### src/rtl/ps_frame_sequencer_pkg.sv
// Shared opcodes, FSM state encoding, reset defaults and payload sizing for the frame sequencer.
// Latency: n/a (declarations and pure functions only).
// Backpressure: n/a.
package ps_seq_pkg;

  // Header opcodes, carried in header bits [7:4]
  localparam logic [3:0] OP_DATA       = 4'h1;
  localparam logic [3:0] OP_THRESH     = 4'h2;
  localparam logic [3:0] OP_CLASS      = 4'h3;
  localparam logic [3:0] OP_TIMEOUT    = 4'h4;
  localparam logic [3:0] OP_THRESH_ALL = 4'h5;

  typedef enum logic [1:0] {
    IDLE,
    PAYLOAD,
    COMMIT,
    SEND
  } state_t;

  // Configuration values loaded at reset
  localparam int DEF_THRESH_VAL   = 200;
  localparam int DEF_CLASS_A_VAL  = 20;
  localparam int DEF_CLASS_B_VAL  = 40;
  localparam int DEF_TIMEOUT_VAL  = 100;
  localparam int IDLE_TIMEOUT_VAL = 255;

  // Payload byte count for an opcode; zero marks an unsupported opcode
  function automatic int payload_len(input logic [3:0] op, input int frame_bytes);
    case (op)
      OP_DATA, OP_THRESH:                  return frame_bytes;
      OP_CLASS, OP_TIMEOUT, OP_THRESH_ALL: return 2;
      default:                             return 0;
    endcase
  endfunction

  function automatic logic op_valid(input logic [3:0] op);
    return payload_len(op, 1) != 0;
  endfunction

endpackage

### src/rtl/ps_frame_sequencer_if.sv
// Byte-stream input and frame-stream output bundle of the frame sequencer.
// Latency: n/a (wiring only).
// Backpressure: byte stream stalls on byte_ready low; frame stream holds until data_ready.
interface ps_frame_sequencer_if #(
  parameter int NUM_UNITS = 4,
  parameter int DATA_W    = 16
);
  logic [7:0]                  byte_in;
  logic                        byte_valid;
  logic                        byte_ready;
  logic [NUM_UNITS*DATA_W-1:0] data_out;
  logic                        data_valid;
  logic                        data_ready;

  // Sequencer side: consumes bytes, produces frames
  modport master (
    input  byte_in, byte_valid, data_ready,
    output byte_ready, data_out, data_valid
  );

  // Environment side: pad logic sends bytes, datapath accepts frames
  modport slave (
    output byte_in, byte_valid, data_ready,
    input  byte_ready, data_out, data_valid
  );
endinterface

### src/rtl/ps_frame_sequencer_byte_accumulator.sv
// Little-endian shadow register: payload byte k lands in bits [8k+7:8k]; counts accepted bytes.
// Latency: byte visible in o_shadow one cycle after i_shift_en; o_last_byte is combinational.
// Backpressure: none; the parent only asserts i_shift_en on an accepted byte.
module ps_byte_accumulator #(
  parameter int NBYTES = 8,
  parameter int CNT_W  = $clog2(NBYTES + 1)
) (
  input  logic                  clk,
  input  logic                  rst,
  input  logic                  i_clear,
  input  logic                  i_shift_en,
  input  logic [7:0]            i_byte,
  input  logic [CNT_W-1:0]      i_len,
  output logic [NBYTES*8-1:0]   o_shadow,
  output logic                  o_last_byte
);

  logic [CNT_W-1:0]    r_cnt;
  logic [NBYTES*8-1:0] r_shadow;

  // Clear on a new header; otherwise drop each accepted byte into its lane and advance
  always_ff @(posedge clk or posedge rst) begin
    if (rst) begin
      r_cnt    <= '0;
      r_shadow <= '0;
    end else if (i_clear) begin
      r_cnt    <= '0;
      r_shadow <= '0;
    end else if (i_shift_en) begin
      for (int k = 0; k < NBYTES; k++) begin
        if (r_cnt == CNT_W'(k)) r_shadow[8*k +: 8] <= i_byte;
      end
      r_cnt <= r_cnt + CNT_W'(1);
    end
  end

  assign o_shadow    = r_shadow;
  // True while the byte being offered is the final one of the payload
  assign o_last_byte = (r_cnt == i_len - CNT_W'(1));

endmodule

### src/rtl/ps_frame_sequencer.sv
// Parses header+payload byte packets into sample frames and atomically committed config words.
// Latency: last payload byte -> COMMIT cycle -> frame valid / config updated on the following edge.
// Backpressure: byte_ready drops during COMMIT and while a frame waits for data_ready.
module ps_frame_sequencer
  import ps_seq_pkg::*;
#(
  parameter int NUM_UNITS    = 4,
  parameter int DATA_W       = 16,
  parameter int DEF_THRESH   = DEF_THRESH_VAL,
  parameter int DEF_CLASS_A  = DEF_CLASS_A_VAL,
  parameter int DEF_CLASS_B  = DEF_CLASS_B_VAL,
  parameter int DEF_TIMEOUT  = DEF_TIMEOUT_VAL,
  parameter int IDLE_TIMEOUT = IDLE_TIMEOUT_VAL
) (
  input  logic                        clk,
  input  logic                        rst,
  ps_frame_sequencer_if.master        bus,
  output logic [NUM_UNITS*DATA_W-1:0] threshold_array,
  output logic [7:0]                  class_a_thresh,
  output logic [7:0]                  class_b_thresh,
  output logic [15:0]                 timeout_period,
  output logic                        cfg_update,
  output logic                        err,
  output logic [7:0]                  frame_count
);

  localparam int FRAME_W     = NUM_UNITS * DATA_W;
  localparam int FRAME_BYTES = FRAME_W / 8;
  localparam int CNT_W       = $clog2(FRAME_BYTES + 1);
  localparam logic [DATA_W-1:0]  DEF_LANE         = DATA_W'(DEF_THRESH);
  localparam logic [FRAME_W-1:0] DEF_THRESH_ARRAY = {NUM_UNITS{DEF_LANE}};

  state_t               r_state;
  logic [3:0]           r_opcode;
  logic [CNT_W-1:0]     r_len;
  logic [7:0]           r_idle_cnt;
  logic                 r_byte_ready;
  logic [FRAME_W-1:0]   r_data_out;
  logic                 r_data_valid;
  logic [FRAME_W-1:0]   r_thresh;
  logic [7:0]           r_class_a;
  logic [7:0]           r_class_b;
  logic [15:0]          r_timeout;
  logic                 r_cfg_update;
  logic                 r_err;
  logic [7:0]           r_frame_count;

  logic                 w_byte_acc;
  logic                 w_hdr_acc;
  logic                 w_pay_acc;
  logic [3:0]           w_hdr_op;
  logic [FRAME_W-1:0]   w_shadow;
  logic                 w_last_byte;

  assign w_byte_acc = bus.byte_valid && r_byte_ready;
  assign w_hdr_acc  = w_byte_acc && (r_state == IDLE);
  assign w_pay_acc  = w_byte_acc && (r_state == PAYLOAD);
  assign w_hdr_op   = bus.byte_in[7:4];

  ps_byte_accumulator #(
    .NBYTES (FRAME_BYTES),
    .CNT_W  (CNT_W)
  ) u_acc (
    .clk         (clk),
    .rst         (rst),
    .i_clear     (w_hdr_acc),
    .i_shift_en  (w_pay_acc),
    .i_byte      (bus.byte_in),
    .i_len       (r_len),
    .o_shadow    (w_shadow),
    .o_last_byte (w_last_byte)
  );

  // Packet FSM with registered handshake, frame, config and status outputs
  always_ff @(posedge clk or posedge rst) begin
    if (rst) begin
      r_state       <= IDLE;
      r_opcode      <= '0;
      r_len         <= '0;
      r_idle_cnt    <= '0;
      r_byte_ready  <= 1'b1;
      r_data_out    <= '0;
      r_data_valid  <= 1'b0;
      r_thresh      <= DEF_THRESH_ARRAY;
      r_class_a     <= 8'(DEF_CLASS_A);
      r_class_b     <= 8'(DEF_CLASS_B);
      r_timeout     <= 16'(DEF_TIMEOUT);
      r_cfg_update  <= 1'b0;
      r_err         <= 1'b0;
      r_frame_count <= '0;
    end else begin
      r_cfg_update <= 1'b0;
      r_err        <= 1'b0;
      case (r_state)
        IDLE: begin
          if (w_hdr_acc) begin
            if (op_valid(w_hdr_op)) begin
              r_opcode   <= w_hdr_op;
              r_len      <= CNT_W'(payload_len(w_hdr_op, FRAME_BYTES));
              r_idle_cnt <= '0;
              r_state    <= PAYLOAD;
            end else begin
              r_err <= 1'b1;
            end
          end
        end
        PAYLOAD: begin
          if (w_pay_acc) begin
            r_idle_cnt <= '0;
            if (w_last_byte) begin
              r_state      <= COMMIT;
              r_byte_ready <= 1'b0;
            end
          end else if (r_idle_cnt == 8'(IDLE_TIMEOUT - 1)) begin
            // Sender went quiet: abandon the partial packet, shadow is never committed
            r_err   <= 1'b1;
            r_state <= IDLE;
          end else begin
            r_idle_cnt <= r_idle_cnt + 8'd1;
          end
        end
        COMMIT: begin
          if (r_opcode == OP_DATA) begin
            r_data_out   <= w_shadow;
            r_data_valid <= 1'b1;
            r_state      <= SEND;
          end else begin
            case (r_opcode)
              OP_THRESH:     r_thresh  <= w_shadow;
              OP_CLASS: begin
                r_class_a <= w_shadow[7:0];
                r_class_b <= w_shadow[15:8];
              end
              OP_TIMEOUT:    r_timeout <= w_shadow[15:0];
              OP_THRESH_ALL: r_thresh  <= {NUM_UNITS{w_shadow[DATA_W-1:0]}};
              default:       r_thresh  <= r_thresh;
            endcase
            r_cfg_update <= 1'b1;
            r_state      <= IDLE;
            r_byte_ready <= 1'b1;
          end
        end
        SEND: begin
          if (r_data_valid && bus.data_ready) begin
            r_data_valid  <= 1'b0;
            r_frame_count <= r_frame_count + 8'd1;
            r_state       <= IDLE;
            r_byte_ready  <= 1'b1;
          end
        end
        default: begin
          r_state      <= IDLE;
          r_byte_ready <= 1'b1;
        end
      endcase
    end
  end

  assign bus.byte_ready  = r_byte_ready;
  assign bus.data_out    = r_data_out;
  assign bus.data_valid  = r_data_valid;
  assign threshold_array = r_thresh;
  assign class_a_thresh  = r_class_a;
  assign class_b_thresh  = r_class_b;
  assign timeout_period  = r_timeout;
  assign cfg_update      = r_cfg_update;
  assign err             = r_err;
  assign frame_count     = r_frame_count;

endmodule
### src/flat_wrapper.sv
// flat-port wrapper written by rule: the top's interface ports become plain ports
module ps_frame_sequencer_flat import ps_seq_pkg::*;
#(
  parameter int NUM_UNITS    = 4,
  parameter int DATA_W       = 16,
  parameter int DEF_THRESH   = DEF_THRESH_VAL,
  parameter int DEF_CLASS_A  = DEF_CLASS_A_VAL,
  parameter int DEF_CLASS_B  = DEF_CLASS_B_VAL,
  parameter int DEF_TIMEOUT  = DEF_TIMEOUT_VAL,
  parameter int IDLE_TIMEOUT = IDLE_TIMEOUT_VAL
)
  (clk, rst, threshold_array, class_a_thresh, class_b_thresh, timeout_period, cfg_update, err, frame_count, bus_byte_in, bus_byte_valid, bus_data_ready, bus_byte_ready, bus_data_out, bus_data_valid);
  ps_frame_sequencer_if #(.NUM_UNITS(NUM_UNITS), .DATA_W(DATA_W)) bus_i ();
  input  logic clk;
  input  logic rst;
  output logic [NUM_UNITS*DATA_W-1:0] threshold_array;
  output logic [7:0] class_a_thresh;
  output logic [7:0] class_b_thresh;
  output logic [15:0] timeout_period;
  output logic cfg_update;
  output logic err;
  output logic [7:0] frame_count;
  input wire logic [$bits(bus_i.byte_in)-1:0] bus_byte_in;
  input wire logic [$bits(bus_i.byte_valid)-1:0] bus_byte_valid;
  input wire logic [$bits(bus_i.data_ready)-1:0] bus_data_ready;
  output wire logic [$bits(bus_i.byte_ready)-1:0] bus_byte_ready;
  output wire logic [$bits(bus_i.data_out)-1:0] bus_data_out;
  output wire logic [$bits(bus_i.data_valid)-1:0] bus_data_valid;
  assign bus_i.byte_in = bus_byte_in;
  assign bus_i.byte_valid = bus_byte_valid;
  assign bus_i.data_ready = bus_data_ready;
  assign bus_byte_ready = bus_i.byte_ready;
  assign bus_data_out = bus_i.data_out;
  assign bus_data_valid = bus_i.data_valid;
  ps_frame_sequencer #(.NUM_UNITS(NUM_UNITS), .DATA_W(DATA_W), .DEF_THRESH(DEF_THRESH), .DEF_CLASS_A(DEF_CLASS_A), .DEF_CLASS_B(DEF_CLASS_B), .DEF_TIMEOUT(DEF_TIMEOUT), .IDLE_TIMEOUT(IDLE_TIMEOUT)) u_core (.clk(clk), .rst(rst), .bus(bus_i), .threshold_array(threshold_array), .class_a_thresh(class_a_thresh), .class_b_thresh(class_b_thresh), .timeout_period(timeout_period), .cfg_update(cfg_update), .err(err), .frame_count(frame_count));
endmodule
### config.mk
export PLATFORM = sky130hd
export DESIGN_NAME = ps_frame_sequencer_flat
export DESIGN_NICKNAME = d
export VERILOG_FILES = /design/src/rtl/ps_frame_sequencer_pkg.sv /design/src/rtl/ps_frame_sequencer_if.sv /design/src/rtl/ps_frame_sequencer_byte_accumulator.sv /design/src/rtl/ps_frame_sequencer.sv /design/src/flat_wrapper.sv
export SDC_FILE = /design/constraint.sdc
export NUM_CORES = 1
export LEC_CHECK = 0
export CAP_MARGIN = 0
export CORE_MARGIN = 2
export CORE_UTILIZATION = 40
export CTS_BUF_LIST = sky130_fd_sc_hd__clkbuf_16
export CTS_CLUSTER_DIAMETER = 200
export DETAILED_ROUTE_END_ITERATION = 6
export HOLD_SLACK_MARGIN = 0.15
export PLACE_DENSITY = 0.73
export SYNTH_ARGS = -nofsm -noshare
export SYNTH_HDL_FRONTEND = slang
export SYNTH_SLANG_ARGS = --single-unit
### constraint.sdc
create_clock -name clk -period 11.2 [get_ports clk]
set_input_delay 1.68 -clock clk [delete_from_list [all_inputs] [get_ports clk]]
set_output_delay 1.68 -clock clk [all_outputs]
set_load 0.02 [all_outputs]
# After elaboration in Yosys (flattened, before gate mapping)
# Index checks and enable logic that the tools add are counted.
# classes
n_addsub	4
eq_ne	32
muxes	45
bitwise	1
reduce_logical	40
# ops
operator	count
64-bit two-way mux	2
64-bit case mux with 2 select lines	1
8-bit two-way mux	12
32-bit two-way mux	2
4-bit by 3-bit == test with 1-bit output, second input constant	8
32-bit nonzero test	1
4-bit by 2-bit == test with 1-bit output, second input constant	6
2-bit nonzero test	12
2-bit AND reduction	10
8-bit by 1-bit adder with 8-bit output, second input constant	2
8-bit case mux with 2 select lines	1
3-bit AND reduction	5
2-bit two-way mux	7
4-bit by 1-bit == test with 1-bit output, second input constant	3
1-bit two-way mux	12
2-bit != test, second input constant	5
5-bit AND reduction	2
3-bit != test, second input constant	3
8-bit == test, second input constant	1
4-bit two-way mux	2
2-bit case mux with 4 select lines	1
4-bit case mux with 2 select lines	1
4-bit by 1-bit adder with 4-bit output, second input constant	1
2-bit == test, second input constant	2
15 further kinds	20
# totals
ff_bits	258
input_bits	12
out_inout_bits	172
wordCells	145

# Depth between registers and ports, before layout
# logic_depth
word_depth	9
mapped_depth	6
depth_no_buf	6

# Cells and area by module
# A second synthesis with hierarchy kept.
# hier_totals
cells_unflattened	907
area_unflattened_um2	11118.2
# modules_own_cells
mod	n_inst	cells_each	area_per_inst_um2	seq_area_each_um2
ps_frame_sequencer	1	612	8091.5	4729.5
ps_byte_accumulator	1	295	3026.7	1701.6

# Worst setup path before layout
# Ideal clock, no wire load.
# synth_timing
path_type	input port to flip-flop
from	input bus_byte_valid
to	register u_core.u_acc.r_shadow[32], in the netlist u_core.u_acc.o_shadow[32]
setup_ps	125
t_arrival_ps	2849
required_ps	11075
path_slack_ps	8226
cell_stages	4
n_path_buf	0
path_cell_list	nand3b_1 nor3b_1 a21oi_2 mux2_2
# synth_between
elab_chain_cells	4
word_cells_on_any_way	7
classes_between	1 x mux; 6 x reduce/logical
# synth_lines
item	line	text
from (decl)	flat_wrapper.sv:24	input wire logic [$bits(bus_i.byte_valid)-1:0] bus_byte_valid;
1-bit logical AND *	ps_frame_sequencer.sv:55	assign w_byte_acc = bus.byte_valid && r_byte_ready;
1-bit logical AND (on tied branches)	ps_frame_sequencer.sv:56, ps_frame_sequencer.sv:57	
2-bit nonzero test (no line)	-	
2-bit AND reduction (no line)	-	
to (signal, indexed assignment)	ps_frame_sequencer_byte_accumulator.sv:31	if (r_cnt == CNT_W'(k)) r_shadow[8*k +: 8] <= i_byte;
to (decl)	ps_frame_sequencer_byte_accumulator.sv:19	logic [NBYTES*8-1:0] r_shadow;
# Every way passes the cells marked *; elsewhere a longest branch is shown, timed or not.
# A chain may end at the register's enable or synchronous reset.

# Final worst setup path
# layout_timing
from	input bus_byte_valid
to	register u_core.u_acc.r_shadow[45], in the netlist u_core.u_acc.o_shadow[45]
# Same word-level chain as after synthesis.

==> results.yml <==
clock_network:
  cts_resized: 0
  clk_latency_ns: 0.54
  cts_tree: "built"
  hold_buffers: 0
  post_cts_buffers: 0
  cts.sinks: 256
  htree_levels: 1
  cts_buffers: 27
  root_buffer: "clkbuf_16"
  path_clk_slew_ns: 0.06
  max-clock-path-buffers: 3
power:
  p_switching_mw: 0.393
  leakage_nw: 6.16
  combPwrFrac_pct: 1.8
  swShare_pct: 21.5
  p_per_area_nw_per_um2: 137
  pwr-share-clk_pct: 47.7
  power_frac_seq_pct: 50.6
  p_int_mw: 1.44
  total_power_mw: 1.83
  peakVddDrop_uv: 114
grt:
  grt_pass1_wl_um: 40900
  track_usage_pct: 19.6
  grt_max_degree: 127
  antenna_found_initial: 0
  grt_pass1_vias: 7066
  grt-ovfl-total: 0
timing:
  hold_viol: 0
  min_period_ns: 3.55
  setup_viol: 0
  clock_skew_ns: 0.0132
  rsz0062_at_grt: "false"
  max_clock_freq_ghz: 0.282
  tightest_slew_ns: 1.10
  report.final.slew_viol_count: 0
  period_share_pct: 31.7
  relSlewSlack_pct: 26.9
  setup_tns_ns: 0
finish:
  antenna_cells: 0
  drive_gt1_share_pct: 24.2
  fill_cells: 2246
  seq_area_sq_um: 6430
  area_delta_synth_final_pct: 28.5
  multi_input_area_sq_um: 3810
  nNetsFinal: 984
floorplanning:
  die_area_sq_um: 27400
  core_area_sq_um: 25800
  initial_utilization_pct: 40.4
  die_h_um: 165
  die-width_um: 165
  ioPinCount: 184
  rows: 59
logic_synthesis:
  synth_commonest_cells: "dfrtp_1 (236), mux2_2 (164), nand2_1 (61)"
  synth_seq_cells: 256
  synth_top_area_share_pct: 56.6
  synth_area_leaders: "dfrtp_1 (57%), mux2_2 (18%), dfstp_2 (5.0%)"
  synth.distinct_cells: 53
  synth_edf_count: 0
  ys.flop_type: "dfrtp_1"
  synth_cells: 790
  synth_area_sq_um: 10400
  syn_nets: 809
  ys_seq_area_share_pct: 61.7
  yosysMostFrequentCell: "dfrtp_1"
  synth_warnings: 0
  synth_top_area_cell: "dfrtp_1"
  avgSynthCellArea_sq_um: 13.2
  async_flop_share_pct: 100
worst_hold_path:
  hold_class: "flop to flop"
placed_design:
  port-buffer-count: 183
  gp_congestion: 0.798
  dp_hpwl_um: 18100
worst_setup_path:
  worstPathArrival_ns: 3.97
  path_class: "input port to flop"
  crit_required_ns: 11.63
  start_kind: "input port"
  cp-end-kind: "flop"
  crit_fanout: 16
routing:
  ant_nets: 0
  viasPerCell: 5.22
  vias: 6898
  drt-pass1-iter-count: 4
  drt-total-wl_um: 26700
  drt_iter0_drc: 436
  route.detailed.wl_per_inst_um: 20.2
  drc_errors: 0
outcome:
  status: "finished clean"
job:
  maxCapViolCount: 0
[worst max-delay path, stage by stage]
cell and delay (ns):
clkdlybuf4s50_1 0.51, nand3b_1 0.47, nor3b_1 0.69, a21oi_2 0.28, mux2_2 0.34
[flip-flops by register name (all words and copies together) (netlist names), 2 cells and up]
signal                  count
u_core.u_acc.r_cnt          4
u_core.class_b_thresh       8
u_core.timeout_period      16
u_core.bus.data_out        64
u_core.r_idle_cnt           8
u_core.frame_count          8
u_core.r_len                2
u_core.threshold_array     64
u_core.u_acc.o_shadow      64
u_core.r_opcode             4
u_core.class_a_thresh       8
u_core.r_state              2
[cells in the final DEF, fill, tap and decap left out, types with 8 or more instances in the layout]
master,count
dfstp_2,20
a21oi_1,56
nor2_1,8
inv_1,13
o21ai_0,56
clkinv_1,8
and2_1,28
mux2_1,15
nand3_1,15
mux2_2,164
dfrtp_1,236
clkdlybuf4s50_1,183
clkbuf_16,27
nand2_1,61
[per-layer routing]
metal  track usage, %  part of all wire [%]
met3             4.55                   7.8
met4             4.62                   2.0
met5                0                     0
met2             31.3                    46
met1             27.2                    44
[through the flow]
| step | instances | cell area (sq um) | setup WS [ns] | hold WS, ns | util, % |
|---|---|---|---|---|---|
| 3_5_place_dp | 1271 | 12500 | 7.15 | 0.470 | 48.6 |
| 3_3_place_gp | 1271 | 12500 | 7.25 | 0.464 | 48.6 |
| 4_1_cts | 1321 | 13400 | 7.71 | 0.483 | 51.9 |
| 2_1_floorplan | 790 | 10400 | 2.51 | 0.497 | - |
| 5_1_grt | 1321 | 13400 | 7.47 | 0.496 | 51.9 |
| 6_report | 1321 | 13400 | 7.65 | 0.475 | 51.9 |
[path summary, 6_finish.rpt]
path / from / end / slack (ns) / cells after the start
min in group asynchronous: rst / u_core.bus.data_out[19]$_DFFE_PP0P_ / 1.73 / 2
max in group asynchronous: rst / u_core.u_acc.o_shadow[8]$_DFFE_PP0P_ / 8.00 / 3
setup reg to reg: u_core.r_opcode[3]$_DFFE_PP0P_ / u_core.bus.data_out[49]$_DFFE_PP0P_ / 8.30 / 4
setup / recovery: bus_byte_valid / u_core.u_acc.o_shadow[45]$_DFFE_PP0P_ / 7.65 / 5
hold reg to reg: u_core.threshold_array[25]$_DFFE_PP0P_ / u_core.threshold_array[25]$_DFFE_PP0P_ / 0.47 / 2
hold / removal: u_core.threshold_array[25]$_DFFE_PP0P_ / u_core.threshold_array[25]$_DFFE_PP0P_ / 0.47 / 2
[area by class of cell]
cell class / instances / share of cell area [%]
multi-input combinational: 487 / 28.4
inverter: 7 / 0.252
sequential: 256 / 48.0
timing repair buffer: 186 / 13.8
tap: 335 / 3.13
clock inverter: 23 / 1.39
clock buffer: 27 / 5.04
[kinds of logic (layout without fill, tap and decap cells)]
group,count (synthesis),in the layout,share of synthesized area (%)
flops,256,256,61.7
mux,184,184,19.8
compound gates,140,140,7.53
xor+xnor,11,11,0.924
simple gates,145,145,7.27
fa+ha+maj,7,7,0.840
buf+inv,47,243,1.98
[power by group through the flow]
stage	clock network [mW]	registers [mW]	logic, mW
5_1_grt	0.929	0.925	0.0366
4_1_cts	0.887	0.925	0.0336
2_1_floorplan	0	0.942	0.0183
3_3_place_gp	0	0.942	0.0331
3_5_place_dp	0	0.942	0.0337
6_report	0.873	0.925	0.0322
Note: power is estimated with default switching activity, not from simulation.
